===== config.mk =====
export PLATFORM = sky130hd
export DESIGN_NAME = serial_adder
export DESIGN_NICKNAME = d
export VERILOG_FILES = /design/src/rtl/serial_adder_pkg.sv /design/src/rtl/serial_adder_fa.sv /design/src/rtl/serial_adder.sv
export SDC_FILE = /design/constraint.sdc
export NUM_CORES = 1
export LEC_CHECK = 0
export CAP_MARGIN = 30
export CORE_MARGIN = 2
export CORE_UTILIZATION = 45
export CTS_BUF_LIST = sky130_fd_sc_hd__clkbuf_4 sky130_fd_sc_hd__clkbuf_8
export CTS_CLUSTER_DIAMETER = 40
export DETAILED_ROUTE_END_ITERATION = 12
export PLACE_DENSITY = 0.76
export RECOVER_POWER = 100
export SLEW_MARGIN = 20
export SYNTH_ARGS = -nofsm -noshare
export SYNTH_HDL_FRONTEND = slang
export SYNTH_SLANG_ARGS = --single-unit

===== constraint.sdc =====
create_clock -name clk -period 2.1 [get_ports clk]
set_clock_uncertainty 0.1 [all_clocks]
set_input_delay 0.42 -clock clk [delete_from_list [all_inputs] [get_ports clk]]
set_output_delay 0.42 -clock clk [all_outputs]
set_load 0.005 [all_outputs]

===== src/rtl/serial_adder_pkg.sv =====
`default_nettype none
// +--------------------------------------------------------------------------+
// | Module   : serial_adder_pkg                                              |
// | Purpose  : Shared definitions for the bit-serial adder:                  |
// |            FSM state encoding and default operand width.                 |
// | Revision : 1.0  initial release                                          |
// +--------------------------------------------------------------------------+
package serial_adder_pkg;

  localparam int SERIAL_ADDER_WIDTH_DEFAULT = 8;

  typedef enum logic [1:0] {
    IDLE = 2'd0,
    RUN  = 2'd1,
    DONE = 2'd2
  } state_e;

endpackage
`default_nettype wire


===== src/rtl/serial_adder_fa.sv =====
`default_nettype none
// +--------------------------------------------------------------------------+
// | Module   : fa                                                            |
// | Purpose  : Gate-level one-bit full adder, purely combinational.          |
// | Ports    : a, b  - addend bits                                           |
// |            c     - carry in                                              |
// |            sum   - a ^ b ^ c                                             |
// |            carry - majority(a, b, c)                                     |
// | Revision : 1.0  initial release                                          |
// +--------------------------------------------------------------------------+
module fa (
  input  logic a,
  input  logic b,
  input  logic c,
  output logic sum,
  output logic carry
);

  logic w_axb;
  logic w_ab;
  logic w_cx;

  xor u_x1 (w_axb, a, b);
  xor u_x2 (sum, w_axb, c);
  and u_a1 (w_ab, a, b);
  and u_a2 (w_cx, c, w_axb);
  or  u_o1 (carry, w_ab, w_cx);

endmodule
`default_nettype wire


===== src/rtl/serial_adder.sv =====
`default_nettype none
// +--------------------------------------------------------------------------+
// | Module   : serial_adder                                                  |
// | Purpose  : Bit-serial WIDTH-bit adder. Operands and carry-in are latched |
// |            on an accepted start, then one bit pair per clock (LSB first) |
// |            is fed through a single fa cell. Result is valid with done.   |
// | Ports    : clk, rst_n       - clock, async active-low reset              |
// |            start            - request strobe (ignored while busy)        |
// |            a, b, cin        - operands, captured on accepted start       |
// |            busy             - high while bits are processed              |
// |            done             - one-cycle pulse, result valid              |
// |            sum, cout        - result, held until next accepted start     |
// |            ovf              - signed overflow (SERIAL_ADDER_OVF_EN only) |
// | Config   : define SERIAL_ADDER_OVF_EN to add the ovf output.             |
// | Revision : 1.0  initial release                                          |
// +--------------------------------------------------------------------------+
module serial_adder
  import serial_adder_pkg::*;
#(
  parameter int WIDTH = SERIAL_ADDER_WIDTH_DEFAULT
) (
  input  logic             clk,
  input  logic             rst_n,
  input  logic             start,
  input  logic [WIDTH-1:0] a,
  input  logic [WIDTH-1:0] b,
  input  logic             cin,
  output logic             busy,
  output logic             done,
  output logic [WIDTH-1:0] sum,
  output logic             cout
`ifdef SERIAL_ADDER_OVF_EN
  ,
  output logic             ovf
`endif
);

  localparam int               CNT_W    = $clog2(WIDTH);
  localparam logic [CNT_W-1:0] CNT_LAST = CNT_W'(WIDTH - 1);

  state_e             state_q, state_d;
  logic [WIDTH-1:0]   a_q, a_d;
  logic [WIDTH-1:0]   b_q, b_d;
  logic               carry_q, carry_d;
  logic [CNT_W-1:0]   cnt_q, cnt_d;
  logic [WIDTH-1:0]   sum_q, sum_d;
  logic               cout_q, cout_d;
  logic               busy_q, busy_d;
  logic               done_q, done_d;
`ifdef SERIAL_ADDER_OVF_EN
  logic               ovf_q, ovf_d;
`endif

  logic               fa_sum;
  logic               fa_carry;
  logic               last_bit;
  logic               accept;

  fa u_fa (
    .a     (a_q[0]),
    .b     (b_q[0]),
    .c     (carry_q),
    .sum   (fa_sum),
    .carry (fa_carry)
  );

  assign last_bit = (cnt_q == CNT_LAST);
  // A new request is only honoured when the datapath is free.
  assign accept   = start && ((state_q == IDLE) || (state_q == DONE));

  always_comb begin
    state_d = state_q;
    a_d     = a_q;
    b_d     = b_q;
    carry_d = carry_q;
    cnt_d   = cnt_q;
    sum_d   = sum_q;
    cout_d  = cout_q;
    busy_d  = busy_q;
    done_d  = 1'b0;
`ifdef SERIAL_ADDER_OVF_EN
    ovf_d   = ovf_q;
`endif

    case (state_q)
      IDLE, DONE: begin
        if (accept) begin
          state_d = RUN;
          a_d     = a;
          b_d     = b;
          carry_d = cin;
          cnt_d   = '0;
          sum_d   = '0;
          cout_d  = 1'b0;
          busy_d  = 1'b1;
`ifdef SERIAL_ADDER_OVF_EN
          ovf_d   = 1'b0;
`endif
        end else begin
          state_d = IDLE;
          busy_d  = 1'b0;
        end
      end

      RUN: begin
        // Result fills from the top so that after WIDTH shifts the first
        // processed bit lands in bit 0.
        sum_d   = {fa_sum, sum_q[WIDTH-1:1]};
        a_d     = {1'b0, a_q[WIDTH-1:1]};
        b_d     = {1'b0, b_q[WIDTH-1:1]};
        carry_d = fa_carry;
        if (last_bit) begin
          state_d = DONE;
          busy_d  = 1'b0;
          done_d  = 1'b1;
          cout_d  = fa_carry;
`ifdef SERIAL_ADDER_OVF_EN
          // carry_q is the carry into the MSB on this final bit.
          ovf_d   = carry_q ^ fa_carry;
`endif
        end else begin
          cnt_d   = cnt_q + 1'b1;
        end
      end

      default: begin
        state_d = IDLE;
        busy_d  = 1'b0;
      end
    endcase
  end

  always_ff @(posedge clk or negedge rst_n) begin
    if (!rst_n) begin
      state_q <= IDLE;
      a_q     <= '0;
      b_q     <= '0;
      carry_q <= 1'b0;
      cnt_q   <= '0;
      sum_q   <= '0;
      cout_q  <= 1'b0;
      busy_q  <= 1'b0;
      done_q  <= 1'b0;
`ifdef SERIAL_ADDER_OVF_EN
      ovf_q   <= 1'b0;
`endif
    end else begin
      state_q <= state_d;
      a_q     <= a_d;
      b_q     <= b_d;
      carry_q <= carry_d;
      cnt_q   <= cnt_d;
      sum_q   <= sum_d;
      cout_q  <= cout_d;
      busy_q  <= busy_d;
      done_q  <= done_d;
`ifdef SERIAL_ADDER_OVF_EN
      ovf_q   <= ovf_d;
`endif
    end
  end

  assign busy = busy_q;
  assign done = done_q;
  assign sum  = sum_q;
  assign cout = cout_q;
`ifdef SERIAL_ADDER_OVF_EN
  assign ovf  = ovf_q;
`endif

endmodule
`default_nettype wire


# Yosys cells after proc, flatten, opt, wreduce, memory -nomap -nowiden
# Index checks and enable logic that the tools add are counted.
classes:
  n_mux: 22
  n_addsub: 1
  bitwise: 5
  n_eq_ne: 6
  reduce_logical: 8
ops:
  columns: ["op", "count"]
  rows:
  - ["one-hot mux 8 bit (2 select lines)", 3]
  - ["two-way mux 8 bit", 3]
  - ["two-way mux 1 bit", 8]
  - ["two-way mux 3 bit", 2]
  - ["inequality test 2 bit, second input constant", 3]
  - ["one-hot mux 1 bit (2 select lines)", 3]
  - ["one-hot mux 3 bit (2 select lines)", 1]
  - ["AND reduction 3 bit", 2]
  - ["one-hot mux 2 bit (2 select lines)", 1]
  - ["adder 3 x 1 -> 3 bit, second input constant", 1]
  - ["== test 3 bit, second input constant", 1]
  - ["bitwise AND 1 bit", 2]
  - ["== test 2 x 1 -> 1 bit, second input constant", 1]
  - ["== test 2 bit, second input constant", 1]
  - ["logical NOT 2 bit", 1]
  - ["two-way mux 2 bit", 1]
  - ["AND reduction 2 bit", 1]
  - ["nonzero test 2 bit", 1]
  - ["OR reduction 2 bit", 1]
  - ["bitwise XOR 1 bit", 2]
  - ["logical AND 1 bit", 1]
  - ["logical OR 1 bit", 1]
  - ["OR 1 bit", 1]
word_totals:
  ff_bits: 33
  out_inout_bits: 11

# Depth between registers and ports, before layout
logic_depth:
  depth_word: 5
  mapped_depth: 5

# Cells and area by module
# Synthesis repeated with hierarchy kept, for this count alone.
unflattened:
  hier_cells: 143
  area_unflattened_um2: 1617.8
by_module_without_submodules:
  columns: ["module", "area_each_um2", "cells_per_inst", "seq_area_each_um2", "instances"]
  rows:
  - ["serial_adder", 1597.8, 142, 825.8, 1]
  - ["fa", 20.0, 1, 0.0, 1]

# Least setup slack after synthesis
# OpenSTA, ideal clock, no wires.
synth_timing:
  kind: "flip-flop to flip-flop"
  start: "register cnt_q[0]"
  end: "register cnt_q[0]"
  arrival_time_ps: 1220
  required_time_ps: 1923
  setup_slack_ps: 702
  path_buffers: 0
  synth_period_minus_slack_ps: 1398
  stages_incl_launch_ff: 6
  path_cell_list: "dfrtp_1 -> ha_1 -> ha_1 -> nor2_1 -> a21oi_1 -> a21oi_1"
synth_between:
  elab_chain_len: 3
synth_lines:
  columns: ["element", "line_no", "rtl"]
  rows:
  - ["start, declared", "serial_adder.sv:45", "logic [CNT_W-1:0] cnt_q, cnt_d;"]
  - ["start signal, assigned", "serial_adder.sv:152", "cnt_q <= cnt_d;"]
  - ["adder 3 x 1 -> 3 bit / == test 3 bit (equally long branches)", "serial_adder.sv:122, serial_adder.sv:67", null]
  - ["two-way mux 3 bit / inequality test 2 bit (equally long branches)", null, null]
  - ["one-hot mux 3 bit (2 select lines) / AND reduction 3 bit (equally long branches)", null, null]
# Several ways; a longest one is shown, not always the timed one. The select of a mux whose other input is x is not followed.
# A chain may end at the register's enable or synchronous reset.

# Final worst setup path
layout_timing:
  start: "register cout_q, in the netlist cout"
  end: "output port cout"
layout_rtl:
  columns: ["element", "line_no", "rtl"]
  rows:
  - ["start, declared", "serial_adder.sv:47", "logic cout_q, cout_d;"]
  - ["start signal, assigned", "serial_adder.sv:154", "cout_q <= cout_d;"]
  - ["end, declared", "serial_adder.sv:31", "output logic cout"]
# No word-level cell between the ends.

==> metrics.txt <==
status=completed; vias in the first global route=between 1000 and 1500; CTS buffer count=5; Post-synth EDFFs=0; Worst path max stage delay=0.59 ns; Root Buffer=clkbuf_4; Placer Congestion=about 0.75; post-synthesis cell count=149; via count=1218; CTS H-tree depth=2; Ys Warns=0; critical path's slowest cell=dlygate4sd3_1; Antenna diodes=0; ys async rst share=100%; Tot GR Track Use=16.8%; WS Path Type=flop to output pin; Power Density=1320 mW/mm²; Skew-Pair Late Insertion Delay=0.33 ns; Clock Sinks=33; CP delay by family, top=buffers and inverters; Die Wd=64.3 µm; final setup fails=0; Seq/Total Area, Yosys=between 50% and 60%; period utilization=88.1%; met1 global-route usage=21.6%; Global Route met3 Usage=3.70%; CTS tree=yes; max capacitance violation total=0; CP Launch Point=cout; die area=0.00413 mm²; maximum root-to-sink buffer count=2; crit path to=cout; RSZ-0062 raised after global routing=false; setup bufs post-CTS=0; Final Hold Fails=0; first-pass GRT wire length=5350 µm; hold crit path type=flop to flop; initial antenna violation count=0; Post-Route Setup TNS=0 ns; most used routing layer in global routing=met2; worst-margin pin slew=0.808 ns; nets@finish=202; Synth Area in Compound Gates=approximately a fifth; area grow syn2layout=24.5%; mux cell area share after synthesis=9.88%; reg2reg end=b_q[2]; Worst VDD drop=0.000543 V; Post-CTS Hold Buffers=0; post-DR vias/cell=5.39; fraction of layout cells with a size suffix above 1=7.78%; Chip Height=64.3 µm; M2 GR Usage=27.1%; Final ANT Viol Nets=0; largest family of logic cells by synthesized area=compound AO/OA/AOI/OAI gates; Pleak=around 0.88 nW; Resize count post-CTS=0; simple-gate share of the synthesized area=between 10% and 20%; FF-to-FF path depth=2; IO Count=31; ys flop type=dfrtp_1; Worst R2R Start=state_q[1]; syn nets=172; Worst setup EP type=output pin; fin crit period=1.85 ns; largest net degree at the start of global routing=34; post-route setup slack=0.249 ns; I/O Buffers=30; Post-Synth Adder-Cell Area=approximately 2.8%; setup slack at placement=0.216 ns; GR Overflow Total=0; fin. max-slew vios=0; syn avg cell area=11.0 µm²; Post-Synth XOR/XNOR Area=0%; slew margin rel.=46.2%; CP bufs+invs=1; initial core utilization=47.8%; CP Depth=1; r2r setup slk=0.49 ns; # rows=21; Core ar.=0.00342 mm²; Routed WL per cell=14.0 µm; residual DRC count=0; Netlist cell types=26; Critical Path Source Type=flop; DP HPWL=about 2200 µm; highest clock rate=0.540 GHz; DRT Pass-1 Iters=4; cells along the critical path=dlygate4sd3_1; Max FO, Critical Path=3; Synth Register Bits=33; post-synth design cell area=0.00163 mm²; CP arrival=1.33 ns; Routed WL=3170 µm; Iter 0 DRT Violations=63; clock-pin slew on the worst setup and hold paths=between 0.1 and 0.15 ns; Worst EP required=1.58 ns
## worst min-delay path by stage
stage	start	endpoint	slack [ns]	depth (start not counted)
6_report	cnt_q[0]	cnt_q[0]	0.40	1
5_1_grt	cnt_q[0]	cnt_q[0]	0.43	1
4_1_cts	cnt_q[0]	cnt_q[0]	0.39	1
3_5_place_dp	cnt_q[0]	cnt_q[0]	0.38	1
3_3_place_gp	cnt_q[0]	cnt_q[0]	0.37	1
2_1_floorplan	rst_n	a_q[0]	0.02	0
## logic make-up (layout without fill, tap and decap cells)
family	Yosys count	count (layout)
AOI/OAI and AO/OA	47	47
adders and majority gates	3	3
buffers and inverters	18	49
DFF	33	33
muxes	16	16
and+or+nand+nor	32	32
## through the flow
| stage | total power, mW | utilization, % | cell area (µm²) | hold slack (ns) | instances |
|---|---|---|---|---|---|
| 2_1_floorplan | 1.88 | - | 1630 | 0.0244 | 149 |
| 3_5_place_dp | 2.25 | 57.1 | 1950 | 0.376 | 218 |
| 5_1_grt | 2.91 | 59.6 | 2030 | 0.429 | 226 |
| 4_1_cts | 2.77 | 59.7 | 2040 | 0.389 | 226 |
| 3_3_place_gp | 2.18 | 57.1 | 1950 | 0.370 | 218 |
| 6_report | 2.69 | 59.6 | 2030 | 0.395 | 226 |
## flip-flops by register name, indices dropped and copies added, names as in the netlist
register,flops
sum,8
busy,1
cnt_q,3
done,1
state_q,2
cout,1
carry_q,1
b_q,8
a_q,8
## layout by cell type, fill, tap and decap left out, types with 4 or more instances in the layout
cell type / count
clkdlybuf4s50_1: 18
a211oi_1: 13
a22o_1: 9
nand2_1: 4
nand3_1: 5
a21oi_1: 16
dfrtp_1: 33
clkbuf_4: 6
inv_1: 6
mux2i_1: 15
nor2b_1: 14
dlygate4sd3_1: 12
## layer usage
metal	share of wire (%)	wire length [µm]
met4	1.7	55
met5	0	0
met2	50	1590
met1	44	1410
met3	3.7	117
## synthesized netlist by cell type (all sizes together) (3+ instances only)
| library cell | instances | share of area [%] |
|---|---|---|
| nand3 | 5 | 1.5 |
| o21ai | 3 | 0.92 |
| nor2b | 14 | 5.4 |
| nand2 | 4 | 0.92 |
| a22o | 9 | 4.8 |
| a211oi | 13 | 6.0 |
| dfrtp | 33 | 51 |
| nor2 | 4 | 1.1 |
| mux2i | 15 | 9.2 |
| buf | 10 | 4.4 |
| a21oi | 16 | 4.9 |
| inv | 6 | 1.4 |
## worst reg2reg max path: stages (launching register included)
cell and delay [ns]:
dfrtp_1 0.58, nor2b_1 0.62, a221o_1 0.26
## report_power, final
group | internal, mW | switching (mW)
sequential | 0.919 | 0.221
combinational | 0.578 | 0.465
clock | 0.297 | 0.210
## layout make-up
| cell class | instances | area (µm²) |
|---|---|---|
| timing repair buffer | 35 | 333 |
| multi-input combinational | 98 | 707 |
| fill | 309 | 1380 |
| inverter | 6 | 22.5 |
| clock inverter | 1 | 30.0 |
| sequential | 33 | 826 |
| tap | 46 | 57.6 |
| clock buffer | 7 | 58.8 |
Note: power is estimated with default switching activity, not from simulation.
